<file path="src/rtl/uart_tx_core.sv">
// UART transmitter: FIFO-buffered, 16x oversample tick, LSB-first framing.
// Optional parity bit enabled by defining UART_TX_PARITY_EN.
`default_nettype none

module uart_tx_core #(
    parameter int DBIT       = 8,
    parameter int SB_TICK    = 16,
    parameter int DIV        = 326,
    parameter int FIFO_W     = 2,
    parameter int PARITY_ODD = 0
) (
    input  logic            clk,
    input  logic            reset,
    input  logic            wr,
    input  logic [DBIT-1:0] w_data,
    output logic            full,
    output logic            empty,
    output logic            overflow,
    output logic            tx_busy,
    output logic            tx_done_tick,
    output logic            tx
);

    localparam int CNT_W = (DIV > 1) ? $clog2(DIV) : 1;
    localparam int S_MAX = (SB_TICK > 16) ? SB_TICK : 16;
    localparam int S_W   = $clog2(S_MAX);
    localparam int N_W   = (DBIT > 1) ? $clog2(DBIT) : 1;
    localparam int DEPTH = 1 << FIFO_W;

    typedef enum logic [2:0] {
        ST_IDLE,
        ST_START,
        ST_DATA,
`ifdef UART_TX_PARITY_EN
        ST_PARITY,
`endif
        ST_STOP
    } state_t;

    state_t            r_state;
    state_t            w_state_next;
    logic [CNT_W-1:0]  r_tick_cnt;
    logic              w_tick;
    logic [S_W-1:0]    r_s_cnt;
    logic [S_W-1:0]    w_s_next;
    logic [N_W-1:0]    r_n_cnt;
    logic [N_W-1:0]    w_n_next;
    logic [DBIT-1:0]   r_shift;
    logic [DBIT-1:0]   w_shift_next;
    logic              r_tx;
    logic              w_tx_next;
    logic              w_done;

    logic [DBIT-1:0]   r_mem [DEPTH];
    logic [FIFO_W-1:0] r_wptr;
    logic [FIFO_W-1:0] r_rptr;
    logic [FIFO_W-1:0] w_wptr_succ;
    logic [FIFO_W-1:0] w_rptr_succ;
    logic              r_full;
    logic              r_empty;
    logic              r_overflow;
    logic              w_pop;
    logic              w_push;

    // A push while full is still accepted when the transmitter pops in the same cycle.
    assign w_pop       = (r_state == ST_IDLE) && !r_empty;
    assign w_push      = wr && (!r_full || w_pop);
    assign w_wptr_succ = r_wptr + FIFO_W'(1);
    assign w_rptr_succ = r_rptr + FIFO_W'(1);

    // NOTE: storage carries no reset; pointers and flags alone define validity.
    always_ff @(posedge clk) begin
        if (w_push) begin
            r_mem[r_wptr] <= w_data;
        end
    end

    // NOTE: sequential state uses non-blocking assignments only.
    always_ff @(posedge clk) begin
        if (reset) begin
            r_wptr     <= '0;
            r_rptr     <= '0;
            r_full     <= 1'b0;
            r_empty    <= 1'b1;
            r_overflow <= 1'b0;
        end else begin
            if (w_push) r_wptr <= w_wptr_succ;
            if (w_pop)  r_rptr <= w_rptr_succ;
            if (wr && !w_push) r_overflow <= 1'b1;
            if (w_push && !w_pop) begin
                r_empty <= 1'b0;
                r_full  <= (w_wptr_succ == r_rptr);
            end else if (w_pop && !w_push) begin
                r_full  <= 1'b0;
                r_empty <= (w_rptr_succ == r_wptr);
            end
        end
    end

    assign w_tick = (r_tick_cnt == CNT_W'(DIV - 1));

    always_ff @(posedge clk) begin
        if (reset || r_state == ST_IDLE || w_tick) begin
            r_tick_cnt <= '0;
        end else begin
            r_tick_cnt <= r_tick_cnt + CNT_W'(1);
        end
    end

`ifdef UART_TX_PARITY_EN
    localparam logic PAR_INV = (PARITY_ODD != 0);
    logic r_parity;

    always_ff @(posedge clk) begin
        if (reset) begin
            r_parity <= 1'b0;
        end else if (w_pop) begin
            r_parity <= (^r_mem[r_rptr]) ^ PAR_INV;
        end
    end
`else
    // Parity sense has no meaning without a parity bit.
    logic w_unused_parity_odd;
    assign w_unused_parity_odd = (PARITY_ODD != 0);
`endif

    // NOTE: every output of this block gets a default first, so no latches are inferred.
    always_comb begin
        w_state_next = r_state;
        w_s_next     = r_s_cnt;
        w_n_next     = r_n_cnt;
        w_shift_next = r_shift;
        w_done       = 1'b0;
        case (r_state)
            ST_IDLE: begin
                w_s_next = '0;
                w_n_next = '0;
                if (!r_empty) begin
                    w_state_next = ST_START;
                    w_shift_next = r_mem[r_rptr];
                end
            end
            ST_START: begin
                if (w_tick) begin
                    if (r_s_cnt == S_W'(15)) begin
                        w_s_next     = '0;
                        w_state_next = ST_DATA;
                    end else begin
                        w_s_next = r_s_cnt + S_W'(1);
                    end
                end
            end
            ST_DATA: begin
                if (w_tick) begin
                    if (r_s_cnt == S_W'(15)) begin
                        w_s_next     = '0;
                        w_shift_next = r_shift >> 1;
                        if (r_n_cnt == N_W'(DBIT - 1)) begin
`ifdef UART_TX_PARITY_EN
                            w_state_next = ST_PARITY;
`else
                            w_state_next = ST_STOP;
`endif
                        end else begin
                            w_n_next = r_n_cnt + N_W'(1);
                        end
                    end else begin
                        w_s_next = r_s_cnt + S_W'(1);
                    end
                end
            end
`ifdef UART_TX_PARITY_EN
            ST_PARITY: begin
                if (w_tick) begin
                    if (r_s_cnt == S_W'(15)) begin
                        w_s_next     = '0;
                        w_state_next = ST_STOP;
                    end else begin
                        w_s_next = r_s_cnt + S_W'(1);
                    end
                end
            end
`endif
            ST_STOP: begin
                if (w_tick) begin
                    if (r_s_cnt == S_W'(SB_TICK - 1)) begin
                        w_done       = 1'b1;
                        w_state_next = ST_IDLE;
                    end else begin
                        w_s_next = r_s_cnt + S_W'(1);
                    end
                end
            end
            default: w_state_next = ST_IDLE;
        endcase
    end

    // Line level is registered from the next state so tx changes with the state register.
    always_comb begin
        w_tx_next = 1'b1;
        case (w_state_next)
            ST_START:  w_tx_next = 1'b0;
            ST_DATA:   w_tx_next = w_shift_next[0];
`ifdef UART_TX_PARITY_EN
            ST_PARITY: w_tx_next = r_parity;
`endif
            default:   w_tx_next = 1'b1;
        endcase
    end

    always_ff @(posedge clk) begin
        if (reset) begin
            r_state <= ST_IDLE;
            r_s_cnt <= '0;
            r_n_cnt <= '0;
            r_shift <= '0;
            r_tx    <= 1'b1;
        end else begin
            r_state <= w_state_next;
            r_s_cnt <= w_s_next;
            r_n_cnt <= w_n_next;
            r_shift <= w_shift_next;
            r_tx    <= w_tx_next;
        end
    end

    assign tx           = r_tx;
    assign tx_busy      = (r_state != ST_IDLE);
    assign tx_done_tick = w_done;
    assign full         = r_full;
    assign empty        = r_empty;
    assign overflow     = r_overflow;

endmodule

`default_nettype wire

</file>
<file path="config.mk">
export PLATFORM = sky130hd
export DESIGN_NAME = uart_tx_core
export DESIGN_NICKNAME = d
export VERILOG_FILES = /design/src/rtl/uart_tx_core.sv
export SDC_FILE = /design/constraint.sdc
export NUM_CORES = 1
export LEC_CHECK = 0
export ABC_AREA = 1
export ABC_CLOCK_PERIOD_IN_PS = 1900
export CAP_MARGIN = 30
export CORE_ASPECT_RATIO = 2
export CORE_MARGIN = 2
export CORE_UTILIZATION = 50
export DETAILED_ROUTE_END_ITERATION = 6
export HOLD_SLACK_MARGIN = 0.02
export PLACE_DENSITY = 0.74
export SETUP_SLACK_MARGIN = 0.1
export SLEW_MARGIN = 40
export SYNTH_ARGS = -nofsm -noshare
export SYNTH_HDL_FRONTEND = slang
export SYNTH_SLANG_ARGS = --single-unit
</file>
<file path="constraint.sdc">
create_clock -name clk -period 1.9 [get_ports clk]
set_input_delay 0.19 -clock clk [delete_from_list [all_inputs] [get_ports clk]]
set_output_delay 0.19 -clock clk [all_outputs]
set_load 0.02 [all_outputs]
</file>
==> run metrics, run 1 <==
Mapped Cells=343; Yosys top cell area share=0.307; met1 GRT Util=0.178; Slew headroom=0.647; Synth Area in Simple Gates=0.212; pwr/cell area=980 mW/mm²; drt pass-1 iters=4; total clock sinks=69; Area growth, synth to finish=19.2%; Yosys cell types=40; Max Clk Rate=0.597 GHz; fin crit period=1670 ps; max cap viols=0; vias=2418; All-Layer GR Usage=0.199; mux contribution to synthesized area=0; Slew Limit Fails=0; worst hold path class=register to register; Nets=399; Mapped Nets=364; Seq pwr share=0.468; Setup crit start kind=register; XOR/XNOR share of the synthesized area=0.0112; most common cell after layout, fill and taps aside=nand2_1; Starting Density=0.521; Initial DRC Count=81; # diodes=0; Net Sw Power=937 µW; yosys warns=0; DIE AREA=0.00695 mm²; largest net degree at the start of global routing=17; Worst-Margin Slew=524 ps; syn avg cell area=9.12 µm²; power share of the clock group=0.402; final cycle utilization of the critical path=0.881; async set-reset flop share out of synthesis=0; adder-cell share of the synthesized area=0.0400; clock skew=4.09 ps; met3 GRT Util=0.0580; CP max-delay cell=dfxtp_2; clock buffer depth=2; GRT met2 Usage=0.374; RSZ-0062 raised after global routing=false; CP Max Fanout=4; HPWL Detailed=4520 µm; final setup margin=225 ps; Clock Pin Slew Worst Setup and Hold Paths=50 ps; DRC=0; Post-Route Utilization=0.621; core area=0.00601 mm²; final setup fails=0; main combinational cell family by area after synthesis=simple AND/OR/NAND/NOR gates; gr ovfl total=0; post-synth top area cell=edfxtp_1; non-filler cells, final=446; num rows=40; Placed Instances=430; Setup CP Type=register to output port; share of layout cells above drive strength 1=0.162; Sw Share=0.256; CTS Buf Count=9; Worst EP required=1710 ps; Syn Std Cell Area=0.00313 mm²; P_int=2.72 mW; RR Endpoint=r_shift[6]$_SDFFE_PP0P_; antenna violations before repair=0; H-Tree Depth=3; top post-synthesis cells by area=edfxtp_1 31%, dfxtp_1 24%, nand2_1 6.5%; setup TNS=0 ps; Cell Chain, Critical Path=ha_2 > nand3_2 > clkinv_2 > nand3_2 > nor3_1 > buf_2; worst r2r src=r_s_cnt[0]$_SDFFE_PP0P_; height of the die=116 µm; global-route wire length before repair=10300 µm; CP Capture Type=output port; status=completed; die width=59.9 µm; most frequent cells in the layout=54 x nand2_1, 38 x nor2_1, 34 x dfxtp_1; crit path capture=tx_done_tick; Synth Flop Type=dfxtp_1; path depth of the worst reg2reg path=9; DR WL/cell=13.7 µm; worst reg-to-reg setup slack=230 ps; Root Buffer=clkbuf_16; fill count=524; post-route ant nets=0; EDFF count, synth=32; hold-fix buffer count after cts=0; Comb pwr share=0.130; Boundary Pins=17; Vias/cell=5.42; Crit path arrival time=1480 ps; Post-Route WL=6110 µm; worst vdd ir=0.000752 V; sequential area share after synthesis=0.544; Hold Vio Cnt, Final=0; gr busiest metal=met2; Lkg Pwr=1.47 nW; port bufs=16; number of global-route vias before repair=2444; CTS tree=yes; Worst Setup SP=r_s_cnt[0]$_SDFFE_PP0P_; pre-CTS WS=81.6 ps; most used cell along the critical path=nand3_2; total power draw=3.66 mW; Clock Latency Late Sink=330 ps; GPL Wtd Cong=0.874; Synth Area in Compound Gates=0.126; Yosys reg bits=69; Largest stage delay, worst path=350 ps
[power groups by stage]
stage                     clock network (mW)  registers [mW]  logic [mW]
after floorplan                            0            1.74       0.290
after global placement                     0            1.74       0.451
after CTS                               1.50            1.71       0.467
after global routing                    1.56            1.72       0.535
final                                   1.47            1.71       0.476
after detailed placement                   0            1.74       0.464
[cells in the mapped netlist, drive strengths merged, types with 2 or more instances]
cell and count:
o21a 2, nor2 44, dfxtp 37, buf 4, o22ai 7, nand3 20
nand2 64, ha 10, nand4 3, o21ai 23, clkbuf 3, nor3 6
a21oi 33, edfxtp 32, inv 39, xor2 4, clkinv 2
[how the worst min path moves through the flow]
| stage | depth (start not counted) | endpoint | start |
|---|---|---|---|
| global placement | 2 | overflow$_SDFFE_PP0P_ | overflow$_SDFFE_PP0P_ |
| CTS | 2 | overflow$_SDFFE_PP0P_ | overflow$_SDFFE_PP0P_ |
| floorplan | 0 | r_mem[0][0]$_DFFE_PP_ | w_data[0] |
| global route | 2 | overflow$_SDFFE_PP0P_ | overflow$_SDFFE_PP0P_ |
| finish | 2 | overflow$_SDFFE_PP0P_ | overflow$_SDFFE_PP0P_ |
| detailed placement | 2 | overflow$_SDFFE_PP0P_ | overflow$_SDFFE_PP0P_ |
[stage by stage]
step	cell area [µm²]	hold slack (ps)
2_1_floorplan	3130	289
3_3_place_gp	3440	440
3_5_place_dp	3440	444
4_1_cts	3700	454
5_1_grt	3730	491
6_report	3730	454
[flip-flops by register name, indices dropped and copies added, names as in the netlist, named ones only]
| signal | cells |
|---|---|
| tx | 1 |
| r_rptr | 2 |
| full | 1 |
| r_s_cnt | 4 |
| overflow | 1 |
| r_wptr | 2 |
| r_mem | 32 |
| empty | 1 |
| r_shift | 8 |
| r_state | 3 |
| r_n_cnt | 3 |
| r_tick_cnt | 9 |
[worst max-delay path: cells and delay by family (launching register included)]
kind / cells / cell delay [ps]
flops: 1 / 350
fa+ha+maj: 1 / 190
buf+inv: 2 / 290
simple gates: 3 / 340
[per-layer routing]
metal	share of wire	vias to the layer above
met1	0.37	1145
met4	0.029	0
met5	0	-
met2	0.57	39
li1	-	1222
met3	0.029	12
[repair_timing]
action	CTS	global route
setup buffers	0	0
pin swaps	0	2
resized for setup	2	14
setup endpoints to repair	2	4
[layout make-up]
cell class                      instances  area [µm²]  share of cell area
Timing Repair Buffer                   31         267              0.0715
Tap cell                               63        78.8              0.0211
Inverter                               41         163              0.0436
Sequential cell                        69        1710               0.457
Clock buffer                           10         229              0.0614
Clock inverter                          6        40.0              0.0107
Multi-Input combinational cell        226        1250               0.334
[logic make-up (layout without fill, tap and decap cells)]
kind of cell / Yosys count / count (layout)
simple gates: 141 / 141
fa+ha+maj: 10 / 10
buf+inv: 48 / 88
xor+xnor: 4 / 4
compound gates: 70 / 70
flops: 69 / 69
other cells: 1 / 1
Note: power is estimated with default switching activity, not from simulation.
==> inputs of run 2 (changes only) <==
--- a/config.mk
+++ b/config.mk
@@ -9,7 +9,6 @@
 export ABC_CLOCK_PERIOD_IN_PS = 1900
 export CAP_MARGIN = 30
 export CORE_ASPECT_RATIO = 2
-export CORE_MARGIN = 2
 export CORE_UTILIZATION = 50
 export DETAILED_ROUTE_END_ITERATION = 6
 export HOLD_SLACK_MARGIN = 0.02
==> run 2 against run 1 <==
Net effect:
- the run now ends with DRC left
- worst hold slack better by 1.9 ps
- cell area grew 0.50%
- clock power grew 3%
- first-iteration DRC count up 16%
- clock skew is 2.1 ps higher
- sequential cell count is the same
- core utilization is 0.31 points higher
- register-to-register slack about the same
- critical path depth did not move
- global-route usage up 0.21 points
- wire length decreased by 1.5%
- final cell count is 0.45% higher
- critical endpoint unchanged
==> run metrics, run 2 (synthesized netlist as in run 1, its figures left out) <==
Largest stage delay, worst path=350 ps (about the same); post-route ant nets=0 (unchanged); vias=2404 (-0.58%); most common cell after layout, fill and taps aside=nand2_1; Register Area=0.00170 mm² (about the same); Crit path arrival time=1520 ps (+40 ps); total clock sinks=69 (unchanged); Cell Chain, Critical Path=ha_2 > nand3_2 > clkinv_2 > nand3_2 > nor3_1 > buf_2; status=finished, violations left; setup TNS=0 ps (unchanged); pwr/cell area=988 mW/mm² (+0.78%); clock buffer depth=2 (unchanged); multi-input gate area in the final layout=0.00124 mm² (-0.30%); hold-fix buffer count after cts=0 (unchanged); Lkg Pwr=1.48 nW (+0.91%); All-Layer GR Usage=0.201 (+0.00214); HPWL Detailed=4340 µm (-4.0%); final cycle utilization of the critical path=0.899 (+0.0175); Slew Limit Fails=0 (unchanged); failing checks=DRC; num rows=40 (unchanged); Clock Latency Late Sink=330 ps (about the same); Starting Density=0.521 (unchanged); gr ovfl total=0 (unchanged); Root Buffer=clkbuf_16; die width=57.9 µm (-3.3%); CP bufs+invs=2 (unchanged); height of the die=114 µm (-1.7%); Slew headroom=0.662 (+0.0151); share of layout cells above drive strength 1=0.161 (-0.000841); Area growth, synth to finish=19.8%; global-route wire length before repair=9850 µm (-4.1%); Setup CP Type=register to output port; port bufs=16 (unchanged); largest net degree at the start of global routing=17 (unchanged); DRC=2 (+2); RSZ-0062 raised after global routing=false; clock skew=6.14 ps (+2.05 ps); antenna violations before repair=0 (unchanged); CP Capture Type=output port; CP max-delay cell=dfxtp_1; # diodes=0 (unchanged); number of global-route vias before repair=2305 (-5.7%); DR WL/cell=13.4 µm (-1.9%); Worst-Margin Slew=502 ps (-22.4 ps); final setup fails=0 (unchanged); Max Clk Rate=0.585 GHz (-1.9%); Vias/cell=5.37 (-1.0%); fin crit period=1710 ps (+33.2 ps); Top reg by flops=r_mem; GPL Wtd Cong=0.833 (-4.6%); max cap viols=0 (unchanged); core area=0.00601 mm² (unchanged); Placed Instances=430 (unchanged); drt pass-1 iters=6 (+2); Boundary Pins=17 (unchanged); CTS Buf Count=9 (unchanged); Clock Pin Slew Worst Setup and Hold Paths=50 ps (about the same); fill count=509 (-2.9%); worst vdd ir=0.000945 V (+26%); top flop regs=r_mem (32), r_tick_cnt (9), r_shift (8); most used cell along the critical path=nand3_2; worst hold path class=register to register; most frequent cells in the layout=54 x nand2_1, 38 x nor2_1, 35 x dfxtp_1; CP top delay family=flip-flops; worst reg-to-reg setup slack=230 ps (about the same); DIE AREA=0.00660 mm² (-5.0%); Hold Vio Cnt, Final=0 (unchanged); Largest register FFs=32 (unchanged); H-Tree Depth=3 (unchanged); Initial DRC Count=94 (+16%); Post-Route WL=6010 µm (-1.5%); non-filler cells, final=448 (+0.45%); CTS tree=yes; Nets=401 (+0.50%); Setup crit start kind=register; Worst EP required=1710 ps (about the same); CP Max Fanout=4 (unchanged)
==> run 2: path summary, 6_finish.rpt <==
| path | startpoint | to | cells after the start |
|---|---|---|---|
| max | r_s_cnt[1]$_SDFFE_PP0P_ | tx_done_tick | 6 |
| min | overflow$_SDFFE_PP0P_ | overflow$_SDFFE_PP0P_ | 2 |
| max reg2reg | r_s_cnt[1]$_SDFFE_PP0P_ | r_shift[6]$_SDFFE_PP0P_ | 9 |
| min reg2reg | overflow$_SDFFE_PP0P_ | overflow$_SDFFE_PP0P_ | 2 |
==> run 2: final cells by class <==
cell class | instances | share of cell area
Sequential cell | 69 | 0.455
Inverter | 41 | 0.0434
Multi-Input combinational cell | 226 | 0.332
Timing Repair Buffer | 33 | 0.0751
Clock buffer | 10 | 0.0611
Tap cell | 63 | 0.0210
Clock inverter | 6 | 0.0130
==> run 2: report_power, final <==
group	total, mW	switching [mW]	internal (mW)
combinational	0.472	0.282	0.190
clock	1.52	0.632	0.890
sequential	1.71	0.0546	1.65
total	3.70	0.969	2.73
==> run 2: worst register-to-register path, stage by stage (launching register included) <==
cell and delay [ps]:
dfxtp_1 350, ha_2 210, nand3_2 120, clkinv_2 100
nand3_2 80, buf_4 190, a21oi_4 210, nand2_4 100
a21oi_1 150, nor2_1 50
==> run 2: per-layer routing <==
metal,share of wire,GRT usage,vias to the layer above
met1,0.38,0.183,1117
met5,0,0,-
met4,0.034,0.130,0
met3,0.029,0.0567,17
li1,-,-,1232
met2,0.55,0.369,38
==> run 2: stage by stage <==
step / worst slack, ps / hold slack (ps) / instance area [µm²] / util / total power [mW]
after floorplan: 81.3 / 289 / 3130 / - / 2.03
after global placement: 129 / 440 / 3440 / 0.572 / 2.19
after detailed placement: 77.7 / 449 / 3440 / 0.572 / 2.20
after CTS: 149 / 457 / 3710 / 0.618 / 3.73
after global routing: 100 / 473 / 3750 / 0.624 / 3.85
final: 192 / 456 / 3750 / 0.624 / 3.70
==> run 2: timing repair <==
action / CTS / global route
resized for setup: 6 / 7
setup endpoints to repair: 2 / 7
pin swaps: 0 / 3
setup buffers: 0 / 2
endpoints found under the hold margin: 0 / 0
==> inputs of run 3 (changes only) <==
--- a/config.mk
+++ b/config.mk
@@ -12,6 +12,7 @@
 export CORE_UTILIZATION = 50
 export DETAILED_ROUTE_END_ITERATION = 6
 export HOLD_SLACK_MARGIN = 0.02
+export MAX_ROUTING_LAYER = met4
 export PLACE_DENSITY = 0.74
 export SETUP_SLACK_MARGIN = 0.1
 export SLEW_MARGIN = 40
==> run 3 against run 2 <==
Net effect:
- the flow still finishes with violations (DRC)
- sequential cell count unchanged
- clock skew decreased by 0.79 ps
- cell area unchanged
- worst hold slack about the same
==> run metrics, run 3 (synthesized netlist as in run 1, its figures left out) <==
port bufs=16 (unchanged); antenna violations before repair=0 (unchanged); CP Max Fanout=4 (unchanged); Area growth, synth to finish=19.8% (unchanged); Crit path arrival time=1520 ps (about the same); largest net degree at the start of global routing=17 (unchanged); Hold Vio Cnt, Final=0 (unchanged); Boundary Pins=17 (unchanged); die width=57.9 µm (unchanged); Setup CP Type=register to output port; Setup crit start kind=register; P_int=2.73 mW (about the same); status=finished, violations left; clock buffer depth=2 (unchanged); number of global-route vias before repair=2307 (+0.087%); failing checks=DRC; CP Capture Type=output port; global-route wire length before repair=9810 µm (-0.36%); core area=0.00601 mm² (unchanged); setup TNS=0 ps (unchanged); DIE AREA=0.00660 mm² (unchanged); Slew headroom=0.663 (+0.000725); final setup fails=0 (unchanged); RSZ-0062 raised after global routing=false; drt pass-1 iters=7 (+1); fill count=509 (unchanged); share of layout cells above drive strength 1=0.161 (unchanged); worst vdd ir=0.000946 V (+0.12%); # diodes=0 (unchanged); total clock sinks=69 (unchanged); worst hold path class=register to register; HPWL Detailed=4340 µm (unchanged); Initial DRC Count=99 (+5.3%); Comb pwr share=0.127 (about the same); Net Sw Power=964 µW (-0.58%); Nets=401 (unchanged); num rows=40 (unchanged); DRC=2 (unchanged); Starting Density=0.521 (unchanged); most common cell after layout, fill and taps aside=nand2_1; final cycle utilization of the critical path=0.898 (-0.00144); Lkg Pwr=1.48 nW (unchanged); Largest register FFs=32 (unchanged); fin crit period=1710 ps (-2.73 ps); post-route ant nets=0 (unchanged); Vias/cell=5.35 (-0.21%); gr ovfl total=0 (unchanged); height of the die=114 µm (unchanged); Post-Route WL=5990 µm (-0.35%); H-Tree Depth=3 (unchanged); power share of the clock group=0.410 (about the same); Top reg by flops=r_mem; max cap viols=0 (unchanged); Sw Share=0.261 (-0.00112); Max Clk Rate=0.586 GHz (+0.16%); CTS Buf Count=9 (unchanged); Placed Instances=430 (unchanged); CTS tree=yes; most frequent cells in the layout=54 x nand2_1, 38 x nor2_1, 35 x dfxtp_1; Root Buffer=clkbuf_16; Clock Latency Late Sink=330 ps (about the same); Seq pwr share=0.462 (about the same); vias=2399 (-0.21%); top flop regs=r_mem (32), r_tick_cnt (9), r_shift (8); Worst EP required=1710 ps (about the same); GPL Wtd Cong=0.846 (+1.5%); Slew Limit Fails=0 (unchanged); Clock Pin Slew Worst Setup and Hold Paths=50 ps (about the same); All-Layer GR Usage=0.206 (+0.00526); hold-fix buffer count after cts=0 (unchanged); clock skew=5.36 ps (-0.787 ps); DR WL/cell=13.4 µm (-0.35%); non-filler cells, final=448 (unchanged); pwr/cell area=987 mW/mm² (-0.16%); Worst-Margin Slew=501 ps (-1.08 ps)
[run 3: power groups by stage]
stage | Combinational (mW) | Sequential [mW] | Clock [mW]
after floorplan | 0.290 | 1.74 | 0
after global routing | 0.527 | 1.72 | 1.61
after CTS | 0.463 | 1.71 | 1.56
after detailed placement | 0.462 | 1.74 | 0
after global placement | 0.452 | 1.74 | 0
final | 0.471 | 1.71 | 1.52
[run 3: area by class of cell]
class | instances | area [µm²] | share of cell area
repair buffers | 33 | 282 | 0.0751
clock inverters | 6 | 48.8 | 0.0130
flip-flops and latches | 69 | 1700 | 0.455
well taps | 63 | 78.8 | 0.0210
multi-input cells | 226 | 1240 | 0.332
inverters | 41 | 163 | 0.0434
clock buffers | 10 | 229 | 0.0611
[run 3: per-layer routing]
layer / GRT usage / part of all wire / vias up
li1: - / - / 1229
met5: - / 0 / -
met3: 0.0567 / 0.029 / 15
met4: 0.130 / 0.032 / 0
met1: 0.182 / 0.38 / 1121
met2: 0.369 / 0.56 / 34
[run 3: repair_timing]
action | in CTS | in global routing
pin swaps | 0 | 3
gates resized for setup | 6 | 7
endpoints found under the hold margin | 0 | 0
endpoints found under the setup margin | 2 | 7
gates cloned | 0 | 0
buffers inserted | 0 | 2
[run 3: worst max-delay path, stage by stage, from the launching register on]
cell and delay (ps):
dfxtp_1 350, ha_2 200, nand3_2 120, clkinv_2 100, nand3_2 80, nor3_1 130, buf_2 190
[run 3: final timing paths]
| check | from | to | slack (ps) | cells past startpoint |
|---|---|---|---|---|
| max | r_s_cnt[1]$_SDFFE_PP0P_ | tx_done_tick | 190 | 6 |
| min | overflow$_SDFFE_PP0P_ | overflow$_SDFFE_PP0P_ | 460 | 2 |
| max reg2reg | r_s_cnt[1]$_SDFFE_PP0P_ | r_shift[6]$_SDFFE_PP0P_ | 240 | 9 |
| min reg2reg | overflow$_SDFFE_PP0P_ | overflow$_SDFFE_PP0P_ | 460 | 2 |
[run 3: metrics by stage]
stage	setup WS [ps]	cell area (µm²)	total power [mW]	util	hold WS, ps
6_report	195	3750	3.70	0.624	456
3_3_place_gp	129	3440	2.19	0.572	440
3_5_place_dp	77.7	3440	2.20	0.572	449
5_1_grt	100	3750	3.85	0.624	473
4_1_cts	149	3710	3.73	0.618	457
2_1_floorplan	81.3	3130	2.03	-	289
